`src/rtl/din_syn_capture.sv`:
```
// Serial frame receiver: oversamples an external sclk/din/syn link on the
// system clock, deserialises each frame and checks its length.
module din_syn_capture #(
    parameter int unsigned TOTAL_BITS = 644,
    parameter int unsigned CNT_W      = 10,
    parameter int unsigned TIMEOUT    = 4095
) (
    input  logic                  clk_in,
    input  logic                  rst,
    input  logic                  sclk_in,
    input  logic                  din_in,
    input  logic                  syn_in,
    input  logic                  clr,
    output logic [TOTAL_BITS-1:0] rx_data,
    output logic                  frame_valid,
    output logic                  frame_err,
    output logic [1:0]            err_code,
    output logic                  busy,
    output logic [CNT_W-1:0]      bit_cnt,
    output logic [15:0]           frame_count
);

    localparam int unsigned TMO_W = $clog2(TIMEOUT + 1);

    typedef enum logic [1:0] {
        StIdle,
        StRecv,
        StOvf
    } state_e;

    logic [2:0] meta_q, sync_q;
    logic       sclk_d_q;
    logic       sclk_s, din_s, syn_s, edge_s;

    state_e                state_q, state_d;
    logic [TOTAL_BITS-1:0] shift_q, shift_d;
    logic [TOTAL_BITS-1:0] rx_data_q, rx_data_d;
    logic                  frame_valid_q, frame_valid_d;
    logic                  frame_err_q, frame_err_d;
    logic [1:0]            err_code_q, err_code_d;
    logic [CNT_W-1:0]      bit_cnt_q, bit_cnt_d;
    logic [15:0]           frame_count_q, frame_count_d;
    logic [TMO_W-1:0]      tmo_q, tmo_d;

    // Two-flop synchronisers for {sclk, din, syn} plus the sclk edge delay flop.
    always_ff @(posedge clk_in or posedge rst) begin
        if (rst) begin
            meta_q   <= '0;
            sync_q   <= '0;
            sclk_d_q <= 1'b0;
        end else begin
            meta_q   <= {sclk_in, din_in, syn_in};
            sync_q   <= meta_q;
            sclk_d_q <= sync_q[2];
        end
    end

    assign sclk_s = sync_q[2];
    assign din_s  = sync_q[1];
    assign syn_s  = sync_q[0];
    assign edge_s = sclk_s & ~sclk_d_q;

    // Receiver state and datapath registers.
    always_ff @(posedge clk_in or posedge rst) begin
        if (rst) begin
            state_q       <= StIdle;
            shift_q       <= '0;
            rx_data_q     <= '0;
            frame_valid_q <= 1'b0;
            frame_err_q   <= 1'b0;
            err_code_q    <= 2'b00;
            bit_cnt_q     <= '0;
            frame_count_q <= '0;
            tmo_q         <= '0;
        end else begin
            state_q       <= state_d;
            shift_q       <= shift_d;
            rx_data_q     <= rx_data_d;
            frame_valid_q <= frame_valid_d;
            frame_err_q   <= frame_err_d;
            err_code_q    <= err_code_d;
            bit_cnt_q     <= bit_cnt_d;
            frame_count_q <= frame_count_d;
            tmo_q         <= tmo_d;
        end
    end

    // Next-state: frame reception, length validation and inactivity timeout.
    always_comb begin
        state_d       = state_q;
        shift_d       = shift_q;
        rx_data_d     = rx_data_q;
        frame_valid_d = 1'b0;
        frame_err_d   = 1'b0;
        err_code_d    = err_code_q;
        bit_cnt_d     = bit_cnt_q;
        frame_count_d = frame_count_q;
        tmo_d         = tmo_q;

        if (clr) begin
            // Abort wins over a coincident edge; last good frame is retained.
            state_d    = StIdle;
            bit_cnt_d  = '0;
            err_code_d = 2'b00;
            tmo_d      = '0;
        end else begin
            unique case (state_q)
                StIdle: begin
                    tmo_d = '0;
                    if (edge_s && !syn_s) begin
                        shift_d[0] = din_s;
                        bit_cnt_d  = CNT_W'(1);
                        state_d    = StRecv;
                    end
                end
                StRecv, StOvf: begin
                    if (edge_s) begin
                        tmo_d = '0;
                        if (syn_s) begin
                            bit_cnt_d = '0;
                            state_d   = StIdle;
                            if (state_q == StRecv && bit_cnt_q == CNT_W'(TOTAL_BITS)) begin
                                rx_data_d     = shift_q;
                                frame_valid_d = 1'b1;
                                frame_count_d = frame_count_q + 16'd1;
                            end else begin
                                frame_err_d = 1'b1;
                                err_code_d  = (state_q == StOvf) ? 2'b10 : 2'b01;
                            end
                        end else if (state_q == StRecv) begin
                            if (bit_cnt_q < CNT_W'(TOTAL_BITS)) begin
                                shift_d[bit_cnt_q] = din_s;
                                bit_cnt_d          = bit_cnt_q + CNT_W'(1);
                            end else begin
                                state_d = StOvf;
                            end
                        end
                    end else if (tmo_q == TMO_W'(TIMEOUT - 1)) begin
                        frame_err_d = 1'b1;
                        err_code_d  = 2'b11;
                        bit_cnt_d   = '0;
                        tmo_d       = '0;
                        state_d     = StIdle;
                    end else begin
                        tmo_d = tmo_q + TMO_W'(1);
                    end
                end
                default: state_d = StIdle;
            endcase
        end
    end

    assign rx_data     = rx_data_q;
    assign frame_valid = frame_valid_q;
    assign frame_err   = frame_err_q;
    assign err_code    = err_code_q;
    assign busy        = (state_q != StIdle);
    assign bit_cnt     = bit_cnt_q;
    assign frame_count = frame_count_q;

endmodule

```
`config.mk`:
```
export PLATFORM = sky130hd
export DESIGN_NAME = din_syn_capture
export DESIGN_NICKNAME = d
export VERILOG_FILES = /design/src/rtl/din_syn_capture.sv
export SDC_FILE = /design/constraint.sdc
export NUM_CORES = 2
export LEC_CHECK = 0
export CORE_UTILIZATION = 50
export DETAILED_ROUTE_END_ITERATION = 8
export PLACE_DENSITY_LB_ADDON = 0.2
export SYNTH_ARGS = -nofsm -noshare
export SYNTH_HDL_FRONTEND = slang
export SYNTH_SLANG_ARGS = --single-unit
```
`constraint.sdc`:
```
create_clock -name clk_in -period 53.4 [get_ports clk_in]
set_input_delay 13.35 -clock clk_in [delete_from_list [all_inputs] [get_ports clk_in]]
set_output_delay 13.35 -clock clk_in [all_outputs]
set_load 0.05 [all_outputs]
```
==> After elaboration in Yosys (flattened, before gate mapping) <==
Index checks and enable logic that the tools add are counted.
{ "totals": {"ff_bits": 1339, "input_bits": 6, "output_inout_bits": 675, "elab_cells": 103} }
{ "op_classes": {"n_addsub": 3, "order_cmp": 3, "eq_ne": 16, "mux": 47, "bitwise_logic": 4, "n_reduce_logical": 17} }
{ "ops": {"columns": ["operator", "n"], "rows": [
  ["$bwmux 644", 1],
  ["$mux 10", 7],
  ["$mux 12", 3],
  ["$mux 2", 14],
  ["$pmux 12 s2", 1],
  ["$pmux 10 s2", 1],
  ["$mux 1", 17],
  ["$add 16x1->16 const B", 1],
  ["$ne 5x5->1 const B", 3],
  ["$add 12x1->12 const B", 1],
  ["$eq 12x12->1 const B", 1],
  ["$lt 10x11->1 const B", 1],
  ["$add 10x1->10 const B", 1],
  ["$demux 1 s10", 1],
  ["$eq 10x10->1 const B", 1],
  ["$ge 10x1->1 const B", 1],
  ["$lt 10x10->1 const B", 1],
  ["$ne 2x2->1 const B", 5],
  ["$reduce_and 5->1", 2],
  ["$ne 3x3->1 const B", 3],
  ["$reduce_and 4->1", 2],
  ["$reduce_and 7->1", 1],
  ["$reduce_and 6->1", 1],
  ["$reduce_bool 2->1", 3],
  ["12 further kinds", 17]
]} }

==> Longest topological paths before layout <==
{ "depth": {"ltp_word": 10, "ltp_mapped": 12, "mapped_depth_nobuf": 7} }

==> Least setup slack after synthesis <==
No wires, ideal clock.
{ "synth_timing": {"kind": "input to register", "start": "input port clr", "end": "register shift_q[545]", "setup_ps": 128, "arrival_time_ps": 15093, "t_required_ps": 53272, "path_slack_ps": 38180, "path_stages": 9, "n_path_buf": 4, "path_cell_list": "clkbuf_1 nor2b_1 clkbuf_1 nand2_1 or3_4 buf_6 buf_8 nor2_4 mux2_1"} }
{ "synth_between": {"elab_chain_len": 2} }
{ "synth_rtl": {"columns": ["item", "line_no", "source"], "rows": [
  ["from (decl)", "13", "input logic clr,"],
  ["$not 1->1 (no source line)", null, null],
  ["$reduce_and 6->1 (no source line)", null, null],
  ["to (signal assigned)", "77", "shift_q <= shift_d;"],
  ["to (decl)", "36", "logic [TOTAL_BITS-1:0] shift_q, shift_d;"]
]} }
No other way between the ends.
A chain may end at the register's enable or synchronous reset.

==> run summary <==
Worst-Margin Slew = 1310 ps
Routability congestion estimate from global placement = 0.899
# rows = 120
Post-CTS Setup Bufs = 0
Post-synthesis sequential area ratio = 0.622
CTS Buffer Depth = 3
Total Neg Setup Slack = 0 ps
RSZ-0062 raised after global routing = false
Post-CTS Hold Buffers = 0
Synth warn = 0
DRC errors left = 0
Final setup viols = 0
Vias in the first global route = 42100
Commonest non-fill, non-tap cell in the layout = nand2_1
P_leak = 34.5 nW
Most frequent cells in the layout = nand2_1, dfrtp_1, clkdlybuf4s50_1, nand3_1, o21ai_0
Total gr overflow = 0
Final hold violations = 0
I/O pin total = 681
Mapped Nets = 5831
Final Routed Wirelength = 190 mm
Fin. max-slew vios = 0
Root buf cell = clkbuf_16
Status = complete, no violations
Cells after Synth = 5813
Hold_ws = 351 ps
# Max-Cap Violations = 0
FMAX = 0.0579 GHz
Final #Nets = 6276
Die area = 0.109 mm2
Storage cell area = 0.0335 mm2
Inst Count DP = 7518
#FFs+latches synth = 1339
Clock slew at reported path FFs = 60 ps
Number of nets still failing antenna checks after routing = 0
Critical path type = in -> async
Cts repair resizes = 0
Die height = 330 um
Synthesized area = 0.0539 mm2
Avg Synthesized Cell Area = 9.27 um2
Final Cycle Share = 0.323
Dpl hpwl = 116 mm
Clk sinks = 1339
Crit Path Max Fanout = 124
DR WL/cell = 24.5 um
Chip Width = 330 um
Clock Latency Late Sink = 760 ps
Non-filler instance count after layout = 7770
All-Layer GR Usage = 0.347
Fin crit period = 17260 ps
1st-iter DRT viols = 5602
Worst vdd ir = 0.0245 mV
Core area = 0.107 mm2
Multi-input logic area = 0.0189 mm2
Crit. End Element = async pin
Power density cells = 31.5 mW/mm2
DR vias = 44300
Pin count of the biggest net entering global routing = 235
Slew margin rel. = 0.124
Asr flop ratio synth = 1.00
Yosys cell types = 62
Worst Path Required = 54140 ps
CP Data Arrival Time = 18000 ps
Layout cells sized above 1 = 0.0883
Fill cells = 8888
Synth Flop Type = dfrtp_1
First-pass detailed-route iteration total = 6
Initial antenna violation count = 11
Via density = 5.70
CTS HTree Levels = 4
TritonCTS Buffers = 141
Worst clock skew = 21.1 ps
Area Overhead vs Synth = 23.0%
Worst min path class = reg -> reg
CTS tree = built
Startpoint types = input port
Starting density of the core = 0.504
PortBufs = 680
Post-synth EDFFs = 0
First-pass GRT wire length = 278 mm
## logic make-up after synthesis
group	synth area share
mux	0.0420
buf+inv	0.0348
fa+ha+maj	0.00279
simple gates	0.248
flops	0.622
xor+xnor	0.00244
compound gates	0.0479
## power by group
group          switching [mW]  total, mW  internal, mW
combinational          0.0661     0.0769        0.0108
sequential            0.00266       1.02          1.02
clock                   0.408      0.991         0.583
## synth_stat cells, types with 2 or more instances
library cell / n / share of area
a21o_1: 2 / 0.00028
a21oi_1: 9 / 0.00084
a31oi_1: 4 / 0.00046
and2_1: 5 / 0.00058
and3_1: 7 / 0.00081
and4_1: 4 / 0.00065
buf_1: 5 / 0.00035
buf_2: 93 / 0.0086
buf_6: 2 / 0.00042
clkbuf_1: 343 / 0.024
dfrtp_1: 1339 / 0.62
ha_1: 12 / 0.0028
inv_1: 14 / 0.00098
mux2_1: 10 / 0.0021
mux2_2: 189 / 0.040
mux2i_1: 2 / 0.00037
nand2_1: 2436 / 0.17
nand2b_1: 14 / 0.0016
nand3_1: 483 / 0.045
nand4_1: 21 / 0.0024
nor2_1: 221 / 0.015
nor2_4: 10 / 0.0021
nor2b_1: 12 / 0.0014
nor3_1: 29 / 0.0027
nor3b_1: 3 / 0.00042
nor4_1: 9 / 0.0010
nor4bb_1: 2 / 0.00037
o211ai_1: 2 / 0.00028
o21ai_0: 460 / 0.043
o21ai_1: 8 / 0.00074
o31ai_1: 5 / 0.00070
or2_2: 4 / 0.00046
or3_1: 10 / 0.0012
or4_1: 2 / 0.00028
xnor2_1: 15 / 0.0024
## final cells by class
cell class              instances  share of cell area
flip-flops and latches       1339               0.506
repair buffers                748               0.112
clock buffers                 216              0.0637
inverters                      14            0.000906
multi-input cells            4014               0.285
well taps                    1403              0.0265
clock inverters                33             0.00633
diodes                          3            0.000113
## final timing paths
| kind | start | end | slack, ps | cells past startpoint |
|---|---|---|---|---|
| min in group asynchronous | rst | shift_q[58]$_DFFE_PP0P_ | 13210 | 2 |
| worst max-delay path | rst | shift_q[107]$_DFFE_PP0P_ | 36140 | 6 |
| max in group clk_in | clr | rx_data[391]$_DFFE_PP0P_ | 36280 | 9 |
| worst min-delay path | meta_q[0]$_DFF_PP0_ | sync_q[0]$_DFF_PP0_ | 350 | 0 |
| worst max register to register | bit_cnt[0]$_DFFE_PP0P_ | rx_data[391]$_DFFE_PP0P_ | 47590 | 10 |
| worst min register to register | meta_q[0]$_DFF_PP0_ | sync_q[0]$_DFF_PP0_ | 350 | 0 |
## flip-flops by register name, indices dropped and copies added (netlist names)
| name | count |
|---|---|
| err_code | 2 |
| tmo_q | 12 |
| sync_q | 3 |
| sclk_d_q | 1 |
| frame_valid | 1 |
| frame_count | 16 |
| shift_q | 644 |
| rx_data | 644 |
| state_q | 2 |
| meta_q | 3 |
| frame_err | 1 |
| bit_cnt | 10 |
## per-layer routing
layer,global-route usage,up-vias,wire length [um]
met5,0,-,36
met4,0.190,6,11000
met3,0.0757,468,17200
met2,0.526,2186,87700
met1,0.467,22100,74300
li1,-,19500,-
## stage by stage
| step | area, um2 | utilization | power (mW) | setup slack [ps] |
|---|---|---|---|---|
| floorplan | 53900 | - | 1.08 | 2300 |
| global placement | 61600 | 0.576 | 1.11 | 35250 |
| detailed placement | 61600 | 0.576 | 1.11 | 35220 |
| CTS | 66300 | 0.620 | 2.10 | 36050 |
| global route | 66300 | 0.620 | 2.14 | 35510 |
| finish | 66300 | 0.620 | 2.09 | 36140 |
## worst max-delay path: stages
cell             delay, ps
clkdlybuf4s50_1        490
inv_8                  640
buf_4                  770
buf_4                  830
buf_4                  830
buf_4                  850
No activity file was read; power rests on OpenSTA's default activity.
